## config.mk

```make
export PLATFORM = sky130hd
export DESIGN_NAME = apb_splitter_wdog
export DESIGN_NICKNAME = d
export VERILOG_FILES = /design/src/rtl/apb_splitter_wdog_pkg.sv /design/src/rtl/apb_priority_decode.sv /design/src/rtl/apb_splitter_wdog.sv
export SDC_FILE = /design/constraint.sdc
export NUM_CORES = 1
export LEC_CHECK = 0
export CORE_AREA = 2 2 141 143
export CTS_CLUSTER_SIZE = 24
export DETAILED_ROUTE_END_ITERATION = 6
export DIE_AREA = 0 0 143 145
export GPL_TIMING_DRIVEN = 0
export SYNTH_ARGS = -nofsm -noshare
export SYNTH_HDL_FRONTEND = slang
export SYNTH_SLANG_ARGS = --single-unit
```

## constraint.sdc

```tcl
create_clock -name clk -period 2.4 [get_ports clk]
set_clock_uncertainty 0.15 [all_clocks]
set_input_delay 0.6 -clock clk [delete_from_list [all_inputs] [get_ports clk]]
set_output_delay 0.6 -clock clk [all_outputs]
set_load 0.01 [all_outputs]
```

## src/rtl/apb_splitter_wdog_pkg.sv

```systemverilog
// apb_splitter_wdog_pkg: shared FSM encoding, error bit indices and counter sizing helper
package apb_splitter_wdog_pkg;

    typedef enum logic [1:0] {
        ST_IDLE     = 2'd0,
        ST_ACCESS   = 2'd1,
        ST_UNMAPPED = 2'd2
    } state_t;

    localparam int ERR_UNMAPPED = 0;
    localparam int ERR_TIMEOUT  = 1;

    // Watchdog counter must hold TIMEOUT; a disabled watchdog still needs a 1-bit vector
    function automatic int cnt_width(input int timeout);
        return (timeout > 0) ? $clog2(timeout + 1) : 1;
    endfunction

endpackage

```

## src/rtl/apb_priority_decode.sv

```systemverilog
// apb_priority_decode: masked address compare with lowest-index-wins priority
module apb_priority_decode #(
    parameter int                  W_ADDR = 16,
    parameter int                  N      = 3,
    parameter logic [N*W_ADDR-1:0] MAP    = '0,
    parameter logic [N*W_ADDR-1:0] MASK   = '0
) (
    input  logic [W_ADDR-1:0] i_addr,
    output logic [N-1:0]      o_onehot,
    output logic              o_hit,
    output logic [3:0]        o_idx
);

    logic [N-1:0] w_hit;

    // Scan from the top index down so the lowest matching window is the one left standing
    always_comb begin
        w_hit    = '0;
        o_onehot = '0;
        o_idx    = '0;
        for (int i = N - 1; i >= 0; i--) begin
            w_hit[i] = (i_addr & MASK[i*W_ADDR +: W_ADDR]) == MAP[i*W_ADDR +: W_ADDR];
            if (w_hit[i]) begin
                o_onehot    = '0;
                o_onehot[i] = 1'b1;
                o_idx       = 4'(i);
            end
        end
        o_hit = |w_hit;
    end

endmodule

```

## src/rtl/apb_splitter_wdog.sv

```systemverilog
// apb_splitter_wdog: APB3 1-to-N splitter with priority decode, unmapped error and access watchdog
module apb_splitter_wdog
    import apb_splitter_wdog_pkg::*;
#(
    parameter int                         W_ADDR    = 16,
    parameter int                         W_DATA    = 32,
    parameter int                         N_SLAVES  = 3,
    parameter logic [N_SLAVES*W_ADDR-1:0] ADDR_MAP  = 48'h4000_2000_0000,
    parameter logic [N_SLAVES*W_ADDR-1:0] ADDR_MASK = 48'he000_e000_e000,
    parameter int                         TIMEOUT   = 256
) (
    input  logic                         clk,
    input  logic                         rst_n,
    input  logic [W_ADDR-1:0]            apbs_paddr,
    input  logic                         apbs_psel,
    input  logic                         apbs_penable,
    input  logic                         apbs_pwrite,
    input  logic [W_DATA-1:0]            apbs_pwdata,
    output logic                         apbs_pready,
    output logic [W_DATA-1:0]            apbs_prdata,
    output logic                         apbs_pslverr,
    output logic [N_SLAVES*W_ADDR-1:0]   apbm_paddr,
    output logic [N_SLAVES*W_DATA-1:0]   apbm_pwdata,
    output logic [N_SLAVES-1:0]          apbm_psel,
    output logic [N_SLAVES-1:0]          apbm_penable,
    output logic [N_SLAVES-1:0]          apbm_pwrite,
    input  logic [N_SLAVES-1:0]          apbm_pready,
    input  logic [N_SLAVES*W_DATA-1:0]   apbm_prdata,
    input  logic [N_SLAVES-1:0]          apbm_pslverr,
    input  logic                         err_clr,
    output logic [1:0]                   err_status,
    output logic [W_ADDR-1:0]            err_addr,
    output logic [3:0]                   err_slave
);

    localparam int               W_CNT    = cnt_width(TIMEOUT);
    localparam logic [W_CNT-1:0] CNT_LAST = W_CNT'(TIMEOUT - 1);
    localparam logic [W_CNT-1:0] CNT_MAX  = '1;

    state_t              r_state, w_state_nxt;
    logic [N_SLAVES-1:0] r_sel, w_sel, w_dec_oh;
    logic [3:0]          r_idx, w_dec_idx;
    logic [W_CNT-1:0]    r_cnt;
    logic                w_dec_hit, w_setup, w_rdy, w_slverr, w_timeout, w_unm;
    logic [1:0]          w_err_set;
    logic [W_DATA-1:0]   w_rdata;

    apb_priority_decode #(
        .W_ADDR (W_ADDR),
        .N      (N_SLAVES),
        .MAP    (ADDR_MAP),
        .MASK   (ADDR_MASK)
    ) u_decode (
        .i_addr   (apbs_paddr),
        .o_onehot (w_dec_oh),
        .o_hit    (w_dec_hit),
        .o_idx    (w_dec_idx)
    );

    assign w_setup    = (r_state == ST_IDLE) && apbs_psel && !apbs_penable;
    // Live decode only in a genuine setup phase, so a stray penable in IDLE selects nothing
    assign w_sel      = (r_state == ST_IDLE) ? (apbs_penable ? '0 : w_dec_oh) : r_sel;
    assign apbm_psel    = w_sel & {N_SLAVES{apbs_psel}};
    assign apbm_penable = w_sel & {N_SLAVES{apbs_penable}};
    assign apbm_pwrite  = w_sel & {N_SLAVES{apbs_pwrite}};
    assign apbm_paddr   = {N_SLAVES{apbs_paddr}};
    assign apbm_pwdata  = {N_SLAVES{apbs_pwdata}};
    assign w_rdy      = |(r_sel & apbm_pready);
    assign w_slverr   = |(r_sel & apbm_pslverr);
    assign w_timeout  = (TIMEOUT != 0) && (r_state == ST_ACCESS) && !w_rdy && (r_cnt == CNT_LAST);
    assign w_unm      = (r_state == ST_UNMAPPED);

    // One-hot read data mux driven by the select latched at setup
    always_comb begin
        w_rdata = '0;
        for (int i = 0; i < N_SLAVES; i++)
            w_rdata = w_rdata | (apbm_prdata[i*W_DATA +: W_DATA] & {W_DATA{r_sel[i]}});
    end

    // Next state and upstream response; an idle bus answers ready with no error
    always_comb begin
        w_state_nxt  = r_state;
        apbs_pready  = 1'b1;
        apbs_pslverr = 1'b0;
        apbs_prdata  = '0;
        w_err_set    = '0;
        w_err_set[ERR_UNMAPPED] = w_unm;
        w_err_set[ERR_TIMEOUT]  = w_timeout;
        case (r_state)
            ST_IDLE:     w_state_nxt = w_setup ? (w_dec_hit ? ST_ACCESS : ST_UNMAPPED) : ST_IDLE;
            ST_ACCESS: begin
                apbs_pready  = w_timeout | w_rdy;
                apbs_pslverr = w_timeout | w_slverr;
                apbs_prdata  = w_timeout ? '0 : w_rdata;
                w_state_nxt  = (w_timeout | w_rdy) ? ST_IDLE : ST_ACCESS;
            end
            ST_UNMAPPED: begin
                apbs_pslverr = 1'b1;
                w_state_nxt  = ST_IDLE;
            end
            default:     w_state_nxt = ST_IDLE;
        endcase
    end

    // State, latched select, saturating watchdog and sticky error capture
    always_ff @(posedge clk or negedge rst_n) begin
        if (!rst_n) begin
            r_state    <= ST_IDLE;
            r_sel      <= '0;
            r_idx      <= '0;
            r_cnt      <= '0;
            err_status <= '0;
            err_addr   <= '0;
            err_slave  <= '0;
        end else begin
            r_state <= w_state_nxt;
            if (w_setup) begin
                r_sel <= w_dec_oh;
                r_idx <= w_dec_idx;
                r_cnt <= '0;
            end else if (r_state == ST_ACCESS && !w_rdy && r_cnt != CNT_MAX) begin
                r_cnt <= r_cnt + 1'b1;
            end
            if (w_err_set != '0 && (err_status == '0 || err_clr)) begin
                err_addr <= apbs_paddr;
                if (w_timeout)
                    err_slave <= r_idx;
            end
            err_status <= (err_clr ? 2'b00 : err_status) | w_err_set;
        end
    end

endmodule
```

==> results of run 1 <==
==> report_power, final <==
group / leakage, nW / internal [mW] / switching (mW)
registers: 0.435 / 0.755 / 0.0951
logic: 2.94 / 1.56 / 1.10
clock network: 0.0829 / 0.512 / 0.241
total: 3.46 / 2.82 / 1.43
==> per-stage QoR <==
| stage | instance area, sq um | power, mW | hold slack (ns) | utilization |
|---|---|---|---|---|
| 6_report | 7620 | 4.26 | 0.256 | 0.397 |
| 3_5_place_dp | 6880 | 2.97 | 0.343 | 0.358 |
| 5_1_grt | 7610 | 4.49 | 0.311 | 0.396 |
| 3_3_place_gp | 6880 | 2.96 | 0.337 | 0.358 |
| 4_1_cts | 7420 | 4.10 | 0.287 | 0.386 |
| 2_1_floorplan | 3250 | 1.80 | 0.154 | - |
==> layer usage <==
metal / GRT usage / up-vias / part of all wire / routed length [um]
met1: 0.186 / 1897 / 0.41 / 6910
li1: - / 1912 / - / -
met2: 0.257 / 199 / 0.49 / 8260
met5: 0 / - / 0 / 0
met3: 0.0393 / 11 / 0.084 / 1410
met4: 0.0168 / 0 / 0.0080 / 134
==> cells in the final DEF, fill, tap and decap left out, types with 10 or more instances in the layout <==
master and count:
nor2_1 23, mux2_4 10, buf_6 22, clkdlybuf4s50_1 256, mux2_2 10, nand2_1 10, nor2_4 10, buf_4 173
dlygate4sd2_1 25, a222oi_1 33, buf_2 33, dfrtp_1 34
==> kinds of logic after synthesis <==
group,after synthesis
XOR/XNOR,2
other,1
adder cells (fa/ha/maj),6
buffers and inverters,171
AND/OR/NAND/NOR,82
flip-flops,34
multiplexers,21
AO/OA/AOI/OAI,53
==> sequential cells by signal, indices dropped and copies added (netlist names) <==
signal / flops
r_state: 2
err_slave: 2
r_idx: 1
r_sel: 2
err_addr: 16
err_status: 2
r_cnt: 9
==> timing repair <==
| action | 4_1_cts | 5_1_grt |
|---|---|---|
| setup buffers | 27 | 13 |
| cloned | 3 | 1 |
| hold endpoints to repair | 0 | 0 |
| gates resized for setup | 295 | 39 |
| pin swaps | 39 | 17 |
| endpoints found under the setup margin | 113 | 59 |
==> how the worst max path moves through the flow <==
| stage | cells past startpoint | endpoint | startpoint |
|---|---|---|---|
| after global routing | 7 | apbs_prdata[23] | r_sel[0] |
| after global placement | 7 | apbs_prdata[27] | apbm_pready[0] |
| after floorplan | 5 | apbs_prdata[21] | apbm_pready[0] |
| final | 8 | apbs_prdata[27] | apbm_pready[2] |
| after CTS | 10 | apbs_prdata[23] | r_cnt[1] |
| after detailed placement | 7 | apbs_prdata[27] | apbm_pready[0] |
==> cell type report <==
| type | instances | area share |
|---|---|---|
| buffer | 162 | 0.164 |
| tap | 265 | 0.0435 |
| clock inverter | 1 | 0.00394 |
| timing repair buffer | 372 | 0.466 |
| clock buffer | 6 | 0.0182 |
| antenna | 2 | 0.000657 |
| multi-input combinational | 166 | 0.189 |
| sequential | 34 | 0.112 |
| inverter | 7 | 0.00345 |
==> worst max-delay path: cells and delay by family <==
| family | cells | cell delay (ns) |
|---|---|---|
| buffers and inverters | 4 | 0.67 |
| AO/OA/AOI/OAI | 1 | 0.34 |
| AND/OR/NAND/NOR | 3 | 0.31 |
==> results_dict.tcl, run 1 <==
set metrics [dict create \
    run_status "finished, violations left" \
    violations "negative setup slack" \
    synth_ff_type "dfrtp_1" \
    fin_ws_ns -0.281 \
    coreArea_sq_um 19200 \
    drt-initial-drc-count 289 \
    grt_use_total 0.147 \
    fillers 1941 \
    synth_top_family_by_area "buffers and inverters" \
    yosys_warnings 0 \
    dieWidth_um 143 \
    post-route-period-util 1.12 \
    multi_input_area_sq_um 1440 \
    syn_inst 370 \
    critPathMaxStageDelay_ns 0.34 \
    start_kind "primary input" \
    final.setup.tns_ns -7.85 \
    wl_per_cell_um 16.5 \
    path_class "in2out" \
    seq_area_sq_um 851 \
    dp_cells 966 \
    synth_compound_area_frac 0.146 \
    reg2reg_slack_ns 0.07 \
    syn-cell-area_sq_um 3250 \
    p_leak_nw 3.46 \
    synth_fa_ha_area_frac 0.0231 \
    cts.root.buffer_cell "clkbuf_16" \
    cts_buffers 5 \
    power.density_nw_per_um2 559 \
    synth-seq-cells 34 \
    cts_htree_levels 2 \
    antenna_left 0 \
    grt_pass1_vias 3834 \
    relSlewSlack 0.466 \
    fin_cells 1015 \
    synth.area.top_cells "buf_4 34%, dfrtp_1 26%, a222oi_1 10%" \
    routed-via-count 4019 \
    numPortBuffers 330 \
    critical_path.endpoint_type "output pin" \
    num_rows 51 \
    fp.dieH_um 145 \
    yosysMostFrequentCell "buf_4" \
    vias_per_cell 3.96 \
    min_path_type "in2async" \
    yosysSeqAreaShare 0.262 \
    drc_errors 0 \
    synth_top_area_share 0.338 \
    cp_slowest_cell "a222oi_1" \
    r2r_start "r_cnt[1]" \
    firstDrtPassIters 6 \
    clkTransAtPathRegs_ns 0.06 \
    grt-ovfl-total 0 \
    ys_types 35 \
    hpwl_um 13000 \
    peakVddDrop_v 0.000360 \
    cap_violations 0 \
    start_util 0.169 \
    synth-simple-area-share 0.118 \
    clkSinkCount 34 \
    grt_antenna_before_repair 0 \
    drv_slew 0 \
    setup_viol 37 \
    worst_slew_pin_slew_ns 0.801 \
    gp_congestion 0.847 \
    async_flop_share 1.00 \
    dieArea_sq_um 20700 \
    grt_setup_unrepaired "true" \
    clockBufferDepth 2 \
    rr_worst_depth 10 \
    final-hold-violation-count 0 \
    period_needed_ns 2.68 \
    synthXorXnorAreaFrac 0.00540 \
    max_freq_mhz 373 \
    grt_pass1_wl_um 23100 \
    syn_area_per_cell_sq_um 8.77 \
    ios 365 \
    syn2layout_area_growth_pct 135 \
    synth_enable_flop_cells 0 \
    cp.arrival_ns 1.93 \
    crit_path_cell_trace "dlygate4sd2_1 > a222oi_1 > nand2_2 > nand2_4 > buf_6 > clkbuf_16 > nor2_4 > buf_6" \
    cp.required_ns 1.65 \
    drive_above_1_share 0.417 \
    grt_max_degree 35 \
    path_common_cell "buf_6" \
    cts_tree "built" \
    clock_latency_ns 0.28 \
    synth_area_leader_cell "buf_4" \
    reg2reg_to "err_addr[3]" \
    synth_common_cells "146 x buf_4, 39 x nor2_1, 34 x dfrtp_1, 33 x a222oi_1, 20 x mux2_2" \
    nets 910 \
    muxShareOfSynthArea 0.0725 \
    preCtsSetupSlack_ns -1.70 \
    hold_buffers 0 \
    wl_um 16700 \
    cp_max_fo 7 \
]
Power figures use the tool's default switching activity.
==> run 2: changes to the inputs <==
CORE_AREA = 2 2 140 142   (was 2 2 141 143)
DIE_AREA = 0 0 142 144   (was 0 0 143 145)
HOLD_SLACK_MARGIN = 0.1   (was unset)
clock period = 2.7 ns   (was 2.4 ns; I/O delays follow)
==> results_dict.tcl, run 2 (synthesis gave the netlist of run 1 again) <==
set metrics [dict create \
    run_status "finished, violations left" \
    violations "negative setup slack" \
    wl_per_cell_um 16.4 \
    vias_per_cell 4.05 \
    final.setup.tns_ns -0.0507 \
    drt-initial-drc-count 171 \
    cp.arrival_ns 1.89 \
    grt_pass1_wl_um 21700 \
    drive_above_1_share 0.409 \
    cts_htree_levels 2 \
    num_rows 51 \
    final_area_sq_um 7570 \
    cp.required_ns 1.88 \
    gp_congestion 0.774 \
    final_common_cell "clkdlybuf4s50_1" \
    grt_max_degree 35 \
    grt_antenna_before_repair 1 \
    antenna_left 0 \
    setup_viol 11 \
    fp.dieH_um 144 \
    fillers 1975 \
    clock_latency_ns 0.28 \
    grt-ovfl-total 0 \
    whs_ns 0.328 \
    start_kind "register" \
    hpwl_um 12800 \
    min_path_type "in2async" \
    largest_register_ffs 16 \
    period_needed_ns 2.72 \
    worst_slew_pin_slew_ns 0.823 \
    reg2reg_to "err_addr[3]" \
    fin_ws_ns -0.0161 \
    critical_path.endpoint_type "output pin" \
    path_class "reg2out" \
    dieWidth_um 142 \
    cp_max_fo 10 \
    cts.root.buffer_cell "clkbuf_16" \
    r2r_start "r_cnt[0]" \
    cap_violations 0 \
    coreArea_sq_um 19100 \
    grt_use_total 0.140 \
    power_mw 3.76 \
    reg_top3 "err_addr (16), r_cnt (9)" \
    grt_pass1_vias 3723 \
    final-hold-violation-count 0 \
    reg2reg_slack_ns 0.38 \
    routed-via-count 3903 \
    rr_worst_depth 9 \
    peakVddDrop_v 0.000282 \
    numPortBuffers 330 \
    regMostFlops "err_addr" \
    cts_buffers 5 \
    start_util 0.170 \
    power.density_nw_per_um2 496 \
    cts_tree "built" \
    nets 885 \
    relSlewSlack 0.451 \
    p_leak_nw 3.38 \
    dieArea_sq_um 20400 \
    ios 365 \
    firstDrtPassIters 6 \
    dpl_cell_area_sq_um 6850 \
    wl_um 15800 \
    clockBufferDepth 2 \
    max_freq_mhz 368 \
    grt_setup_unrepaired "true" \
    final_cell_mix "265 x clkdlybuf4s50_1, 157 x buf_4, 33 x a222oi_1" \
    clkTransAtPathRegs_ns 0.06 \
    drc_errors 0 \
    drv_slew 0 \
    clkSinkCount 34 \
    syn2layout_area_growth_pct 133 \
    fin_util 0.397 \
    post-route-period-util 1.01 \
]
-- run 2: cell types whose count changed in the layout (fill, tap and decap cells not counted), sizes merged --
cell,change
clkinv,+1
diode,-1
clkdlybuf4s18,-1
buf,-29
clkdlybuf4s50,+9
dlygate4sd2,-16
dlymetal6s2s,+11
bufinv,+1
-- run 2: per-stage QoR --
step / worst slack, ns / instances
2_1_floorplan: 0.0762 / 371
3_3_place_gp: -1.40 / 939
3_5_place_dp: -1.40 / 939
4_1_cts: -0.0257 / 962
5_1_grt: -0.0964 / 963
6_report: -0.0161 / 963
-- run 2: final cells by class --
class / instances / area (sq um) / area share
timing repair buffer: 345 / 3450 / 0.456
multi-input combinational: 166 / 1480 / 0.195
buffer: 164 / 1260 / 0.167
sequential: 34 / 853 / 0.113
tap: 238 / 298 / 0.0393
clock buffer: 5 / 125 / 0.0165
clock inverter: 3 / 68.8 / 0.00909
inverter: 7 / 26.3 / 0.00347
antenna: 1 / 2.50 / 0.000331
-- run 2: worst max path at each step --
| stage | endpoint | cells past startpoint | from | slack [ns] |
|---|---|---|---|---|
| CTS | apbs_prdata[28] | 8 | r_sel[0] | -0.03 |
| floorplan | apbs_prdata[21] | 5 | apbm_pready[0] | 0.08 |
| detailed placement | apbs_prdata[19] | 7 | apbm_pready[0] | -1.40 |
| finish | apbs_prdata[17] | 5 | r_sel[1] | -0.02 |
| global route | apbs_prdata[16] | 8 | r_sel[0] | -0.1 |
| global placement | apbs_prdata[19] | 7 | apbm_pready[0] | -1.40 |
-- run 2: worst max-delay path, cell delays in order, from the launching register on --
cell      delay [ns]
dfrtp_1         0.37
clkbuf_4        0.22
clkbuf_2        0.24
a222oi_1        0.55
nor2_4          0.08
buf_6           0.14
-- run 2: per-layer routing --
metal  track usage  up-vias  share of wire
li1              -     1864              -
met1         0.173     1852           0.39
met2         0.246      171           0.52
met3        0.0381       16          0.076
met4        0.0274        0          0.013
met5             0        -              0
-- run 2: what timing repair did --
| item | CTS | global route |
|---|---|---|
| pin swaps | 35 | 16 |
| gates cloned | 3 | 0 |
| gates resized for setup | 257 | 67 |
| hold buffers | 0 | 0 |
| buffers inserted | 12 | 0 |
| setup endpoints to repair | 73 | 65 |
-- run 2: power by group --
group          total [mW]  leakage [nW]  internal [mW]  switching [mW]
clock               0.758        0.0940          0.530           0.227
combinational        2.24          2.86           1.26           0.981
sequential          0.758         0.432          0.673          0.0854
==> run 3: changes to the inputs <==
HOLD_SLACK_MARGIN = 0.08   (was 0.1)
==> results of run 3 <==
Same layout as run 2: the final DEF is identical, and so are final timing and power.
